### config.mk
export PLATFORM = sky130hd
export DESIGN_NAME = bcd_to_binary_serial
export DESIGN_NICKNAME = d
export VERILOG_FILES = /design/src/rtl/bcd_pkg.sv /design/src/rtl/mul10_add.sv /design/src/rtl/bcd_to_binary_serial.sv
export SDC_FILE = /design/constraint.sdc
export NUM_CORES = 1
export LEC_CHECK = 0
export ABC_AREA = 1
export CORE_ASPECT_RATIO = 0.9
export CORE_MARGIN = 5
export CORE_UTILIZATION = 55
export DETAILED_ROUTE_END_ITERATION = 8
export GPL_TIMING_DRIVEN = 1
export PLACE_DENSITY = 0.8
export SLEW_MARGIN = 0
export SYNTH_ARGS = -nofsm -noshare
export SYNTH_HDL_FRONTEND = slang
export SYNTH_SLANG_ARGS = --single-unit
### constraint.sdc
create_clock -name clock -period 2.5 [get_ports clock]
set_input_delay 0.625 -clock clock [delete_from_list [all_inputs] [get_ports clock]]
set_output_delay 0.625 -clock clock [all_outputs]
set_load 0.05 [all_outputs]
### src/rtl/bcd_pkg.sv
// Shared types and constants for the serial BCD-to-binary converter.
// Holds the FSM state encoding and the minimum-width helper.
package bcd_pkg;

    typedef enum logic [1:0] {
        IDLE = 2'd0,
        CONV = 2'd1,
        DONE = 2'd2
    } state_e;

    localparam int DIGIT_W   = 4;
    localparam int MAX_DIGIT = 9;

    // Bits needed to hold 10^nd - 1.
    function automatic int min_bin_w(input int nd);
        longint unsigned maxv;
        int              w;
        maxv = 1;
        for (int i = 0; i < nd; i++) begin
            maxv = maxv * 10;
        end
        maxv = maxv - 1;
        w = 1;
        for (int b = 1; b < 64; b++) begin
            if ((longint'(1) << w) <= maxv) begin
                w = w + 1;
            end
        end
        return w;
    endfunction

endpackage

### src/rtl/mul10_add.sv
// Combinational acc*10 + digit, truncated to BIN_W bits.
// The multiply is built from two shifts and an add.
module mul10_add
    import bcd_pkg::*;
#(
    parameter int BIN_W = 14
) (
    input  logic [BIN_W-1:0]   acc_i,
    input  logic [DIGIT_W-1:0] digit_i,
    output logic [BIN_W-1:0]   sum_o
);

    logic [BIN_W-1:0] x8;
    logic [BIN_W-1:0] x2;

    // acc*8 + acc*2 + digit, wrapping at BIN_W bits
    always_comb begin
        x8    = acc_i << 3;
        x2    = acc_i << 1;
        sum_o = x8 + x2 + BIN_W'(digit_i);
    end

endmodule

### src/rtl/bcd_to_binary_serial.sv
// Serial BCD-to-binary converter, one digit per clock, MSD first.
// Optional digit range check enabled by defining BCD_ERR_CHECK_EN.
module bcd_to_binary_serial
    import bcd_pkg::*;
#(
    parameter int NDIGITS = 4,
    parameter int BIN_W   = 14
) (
    input  logic                       clock,
    input  logic                       reset,
    input  logic                       start,
    input  logic [DIGIT_W*NDIGITS-1:0] bcd_in,
    output logic                       busy,
    output logic                       done,
    output logic [BIN_W-1:0]           bin_out,
    output logic                       err
);

    localparam int IDX_W = (NDIGITS > 1) ? $clog2(NDIGITS) : 1;
    localparam int SH_W  = DIGIT_W * NDIGITS;

    if (BIN_W < min_bin_w(NDIGITS)) begin : g_bad_width
        $error("BIN_W too small for NDIGITS");
    end

    state_e             state_q, state_d;
    logic [IDX_W-1:0]   idx_q, idx_d;
    logic [SH_W-1:0]    sh_q, sh_d;
    logic [BIN_W-1:0]   acc_q, acc_d;
    logic               err_acc_q, err_acc_d;
    logic [BIN_W-1:0]   bin_q, bin_d;
    logic               err_q, err_d;

    logic [DIGIT_W-1:0] digit;
    logic [BIN_W-1:0]   mac;
    logic               digit_bad;
    logic               err_fin;

    // The digit to consume always sits in the top nibble of the shifter
    assign digit = sh_q[SH_W-1 -: DIGIT_W];

`ifdef BCD_ERR_CHECK_EN
    assign digit_bad = (digit > DIGIT_W'(MAX_DIGIT));
`else
    assign digit_bad = 1'b0;
`endif

    assign err_fin = err_acc_q | digit_bad;

    mul10_add #(
        .BIN_W(BIN_W)
    ) u_mul10_add (
        .acc_i  (acc_q),
        .digit_i(digit),
        .sum_o  (mac)
    );

    // Next-state logic: load on accepted start, accumulate during CONV
    always_comb begin
        state_d   = state_q;
        idx_d     = idx_q;
        sh_d      = sh_q;
        acc_d     = acc_q;
        err_acc_d = err_acc_q;
        bin_d     = bin_q;
        err_d     = err_q;
        unique case (state_q)
            IDLE, DONE: begin
                state_d = IDLE;
                if (start) begin
                    state_d   = CONV;
                    sh_d      = bcd_in;
                    acc_d     = '0;
                    idx_d     = IDX_W'(NDIGITS - 1);
                    err_acc_d = 1'b0;
                end
            end
            CONV: begin
                acc_d     = mac;
                err_acc_d = err_fin;
                sh_d      = sh_q << DIGIT_W;
                idx_d     = idx_q - 1'b1;
                if (idx_q == '0) begin
                    state_d = DONE;
                    bin_d   = err_fin ? '0 : mac;
                    err_d   = err_fin;
                end
            end
            default: begin
                state_d = IDLE;
            end
        endcase
    end

    // State and datapath registers with synchronous reset
    always_ff @(posedge clock) begin
        if (reset) begin
            state_q   <= IDLE;
            idx_q     <= '0;
            sh_q      <= '0;
            acc_q     <= '0;
            err_acc_q <= 1'b0;
            bin_q     <= '0;
            err_q     <= 1'b0;
        end else begin
            state_q   <= state_d;
            idx_q     <= idx_d;
            sh_q      <= sh_d;
            acc_q     <= acc_d;
            err_acc_q <= err_acc_d;
            bin_q     <= bin_d;
            err_q     <= err_d;
        end
    end

    assign busy    = (state_q == CONV);
    assign done    = (state_q == DONE);
    assign bin_out = bin_q;
    assign err     = err_q;

endmodule

[Yosys cells after proc, flatten, opt, wreduce, memory -nomap -nowiden]
Cells that the tools add are included.
W data, S select, Z words.
Word-level totals
  output and inout port bits: 17
  logic and storage cells: 27
  register bits after elaboration: 47
  input port bits: 19
Operators by class
  equality and inequality tests: 4
  reduce and logical (&&, ||, !) cells: 6
  add/subtract/negate cells: 3
  mux-type cells: 9
Operators with widths (number)
  $pmux W16 S2: 1
  $pmux W13 S2: 1
  $mux W16: 1
  $add A14 B14 Y14: 1
  $add A14 B4 Y14: 1
  $mux W13: 1
  $pmux W2 S2: 2
  $logic_not A2 Y1: 2
  $mux W2: 2
  $reduce_and A2 Y1: 2
  $eq A2 B1 Y1 const B: 1
  $eq A2 B2 Y1 const B: 1
  $ne A2 B1 Y1 const B: 1
  $ne A2 B2 Y1 const B: 1
  $reduce_bool A2 Y1: 1
  $reduce_or A2 Y1: 1
  $sub A2 B1 Y2 const B: 1
  $mux W1: 1

[Depth between registers and ports, before layout]
  depth in word-level cells: 4
  mapped depth: 15
  mapped depth without buffers: 15

[Modules after synthesis]
Synthesis repeated with hierarchy kept, for this count alone.
Second synthesis, totals
  cells, all modules: 428
  area total of the unflattened synthesis: 2879.0 um^2
Modules (own cells, without submodules)
  bcd_to_binary_serial: instances 1, area an instance 2040.7 um^2, cells an instance 284
  mul10_add: instances 1, area an instance 838.3 um^2, cells an instance 144

[Worst setup path before layout]
Ideal clock, no wire load.
  kind: flip-flop to flip-flop
  start: register acc_q[0]
  end: register bin_q[10], in the netlist bin_out[10]
  library setup time: 0.056 ns
  slack: 0.453 ns
  data required time: 2.444 ns
  stages on the path, launching flop included: 13
  arrival: 1.991 ns
  cells stage by stage: dfxtp_1 inv_1 fa_1 inv_1 fa_1 nand2_1 nand3_1 nand3_1 nand2_1 nand2_1 nand2_1 a21o_1 inv_1
Between the ends
  word-level cells in the longest chain between the ends: 2
Ends and longest elaborated chain
  start: declaration: RTL line bcd_to_binary_serial.sv:29  | logic [BIN_W-1:0] acc_q, acc_d;
  start signal: assignment: RTL line bcd_to_binary_serial.sv:101  | acc_q <= '0;
  start signal: assignment: RTL line bcd_to_binary_serial.sv:109  | acc_q <= acc_d;
  $add A14 B14 Y14: RTL line mul10_add.sv:20  | sum_o = x8 + x2 + BIN_W'(digit_i);
  $add A14 B4 Y14: RTL line mul10_add.sv:20
  end signal: assignment: RTL line bcd_to_binary_serial.sv:111  | bin_q <= bin_d;
  end: declaration: RTL line bcd_to_binary_serial.sv:31  | logic [BIN_W-1:0] bin_q, bin_d;
Every way passes these cells.
A chain may end at the register's enable or synchronous reset.

[Worst setup path in the final report]
  start: register state_q[0]
  end: output done
Between the ends
  word-level cells in the longest chain between the ends: 1
Ends and longest elaborated chain
  start: declaration: RTL line bcd_to_binary_serial.sv:26  | state_e state_q, state_d;
  start signal: assignment: RTL line bcd_to_binary_serial.sv:106  | state_q <= state_d;
  $eq A2 B2 Y1: RTL line bcd_to_binary_serial.sv:117  | assign done = (state_q == DONE);
  end: declaration: RTL line bcd_to_binary_serial.sv:14  | output logic done,
Every way passes these cells.

==> metrics <==
Yosys cell types=30; die area=0.006272 mm²; Slew Viols, Final=0; max-cap violation count=0; Startpoint Class=flop; synthesis-stage register bit count=47; Area after DPL=around 0.0030 mm²; largest net degree at the start of global routing=28; Tightest Hold Check Type=reg2reg; maximum buffer depth of the clock tree=2; TritonRoute pass-1 iters=4; Reg power frac=49.3%; first-pass GRT wire length=a little over 10000 µm; Sw Ratio=29.91%; Core Box Area=roughly 0.0045 mm²; PostCTS Resize Cnt=0; io pins=36; combinational power share=20.8%; WL per Instance=approximately 13 µm; root buffer cell=clkbuf_8; initial drt markers=between 150 and 200; Yosys top cell by area=dfxtp_1; design area=0.003128 mm²; Slew headroom=between 60% and 70%; post-DP HPWL=around 4500 µm; largest cells by area after synthesis=dfxtp_1 36%, nand2_1 14%, ha_1 11%; sequential cell area fraction in the yosys report=between 30% and 40%; Leak=between 0.001 and 0.0015 µW; worst-skew pair later-pin latency=around 0.29 ns; PD cells=~540 mW/mm²; WS Path Type=reg2out; power share of the clock group=29.9%; number of setup buffers added after CTS=0; final wirelength=a little under 6000 µm; outcome=complete, no violations; synthesized cell area=approximately 0.0026 mm²; GPL Wtd Cong=slightly above 0.9; ANT nets after route=0; antenna violations before repair=0; Post-synth EDFFs=0; area occupied by multi-input gates=between 0.001 and 0.0015 mm²; Filler Cell Count=a little over 400; port bufs=34; crit-path max FO=3; Synth Warn #=0; top-area cell type share of the netlist area=a little over a third; CTS tree=yes; CTS clk-pin slew, worst paths=about 0.090 ns; Final period util=88.61%; Tightest Pin Transition=0.5115 ns; RSZ-0062 raised after global routing=false; mean area per synthesized cell=between 7 and 8 µm²; total negative slack=0 ns; fin crit period=about 2.2 ns; share of post-route cells with drive strength above 1=between 7 and 8%; die width=just over 80 µm; Core Rows=23; critical path arrival=1.59 ns; Final Hold Fails=0; register area=about 940 µm²; Int Power=about 1200 µW; CP Capture Type=output pin; Switch Pwr=just over 500 µW; fmax=451.4 MHz; clk sinks=47; VDD IR max=0.5426 mV; DR vias/cell=about 5.3; Area growth syn-to-layout=18.82%; Synth async-reset ratio=0%; Initial Utilization=~58%; vias after detailed routing=around 2400; Worst Skew=about 0.0044 ns; CTS Hold Bufs=0; Post-Syn Instances=356; CP required=1.88 ns; cts bufs inserted=5; synthesized net count=400; Net count, final=432; vias in the first global route=between 2000 and 2500; Residual DRC=0; grt ovf=0; htree depth=2; prevailing post-synth register cell=dfxtp_1; final-report setup violation count=0; GRT Total Usage=19.40%; diodes inserted=0; Die Y=75.64 µm
## cells by family after synthesis
group	count (synthesis)	synth area share, %
buf+inv	52	8.223
flops	47	35.74
simple gates	171	28.23
compound gates	55	13.55
xor+xnor	5	1.664
other cells	1	0.1424
fa+ha+maj	25	12.45
## cells in the final DEF, fill, tap and decap left out, types with 3 or more instances in the layout
cell | Yosys | layout
o21a_1 | 3 | 3
or2_1 | 4 | 4
nor2_1 | 22 | 22
buf_4 | 4 | 5
o221ai_1 | 11 | 11
nand2_1 | 95 | 95
nand3_1 | 27 | 27
dfxtp_1 | 47 | 47
o21ai_0 | 7 | 7
ha_1 | 23 | 23
clkbuf_8 | 0 | 7
nand2_2 | 3 | 3
a21oi_1 | 23 | 23
clkdlybuf4s50_1 | 0 | 33
inv_1 | 33 | 33
a21oi_2 | 4 | 4
xor2_1 | 3 | 3
nor3_1 | 12 | 12
inv_2 | 5 | 5
o21bai_1 | 4 | 4
## worst max-delay path: stages, from the launching register on
cell and delay (ns):
dfxtp_1 0.35, nor2_1 0.13, clkdlybuf4s50_1 0.81
## final timing paths
path	from	end	slack (ns)	cells past startpoint
hold / removal	bin_out[8]$_SDFFE_PP0P_	bin_out[8]$_SDFFE_PP0P_	0.46	2
setup reg to reg	acc_q[0]$_SDFFE_PP0P_	bin_out[10]$_SDFFE_PP0P_	0.29	12
setup / recovery	state_q[0]$_SDFFE_PP0P_	done	0.28	2
hold reg to reg	bin_out[8]$_SDFFE_PP0P_	bin_out[8]$_SDFFE_PP0P_	0.46	2
## metrics by stage
step	util, %	hold WS (ns)	std cells	power (µW)	setup slack, ns
after floorplan	-	0.4384	356	1086	0.4531
after global placement	66.51	0.4531	443	1195	0.3884
after detailed placement	66.51	0.4562	443	1199	0.3038
after CTS	68.79	0.4695	451	1702	0.2804
after global routing	68.79	0.5038	451	1777	0.09128
final	68.79	0.4645	451	1691	0.2849
## area by class of cell
class | count | area share (%)
multi-input cells | 257 | 47.16
flip-flops and latches | 47 | 30.08
repair buffers | 39 | 12.40
inverters | 38 | 4.560
clock buffers | 7 | 3.080
well taps | 62 | 2.480
clock inverters | 1 | 0.2400
## power by group through the flow
stage / Combinational, µW / Clock, µW / Sequential (µW)
final: 351 / 507 / 834
after global routing: 388 / 549 / 840
after CTS: 351 / 517 / 834
after detailed placement: 348 / 0 / 851
after global placement: 345 / 0 / 850
after floorplan: 201 / 0 / 885
## synth_stat cells, types with 5 or more instances
library cell and instances:
nand3_1 27, dfxtp_1 47, o221ai_1 11, o21ai_0 7, nor3_1 12, ha_1 23, buf_2 5, inv_1 33
nor2_1 22, nand2_1 95, clkbuf_1 5, a21oi_1 23, inv_2 5
## layer usage
layer | global-route usage [%] | vias up | wire (µm)
li1 | - | 1238 | -
met1 | 26.91 | 1065 | 2893
met2 | 31.41 | 64 | 2620
met3 | 4.216 | 9 | 380
met4 | 4.537 | 0 | 55
met5 | 0 | - | 0
## registers in the layout (all words and copies together), names as in the netlist
name and cells:
acc_q 13, bin_out 14, idx_q 2, sh_q 16, state_q 2
Power figures use the tool's default switching activity.
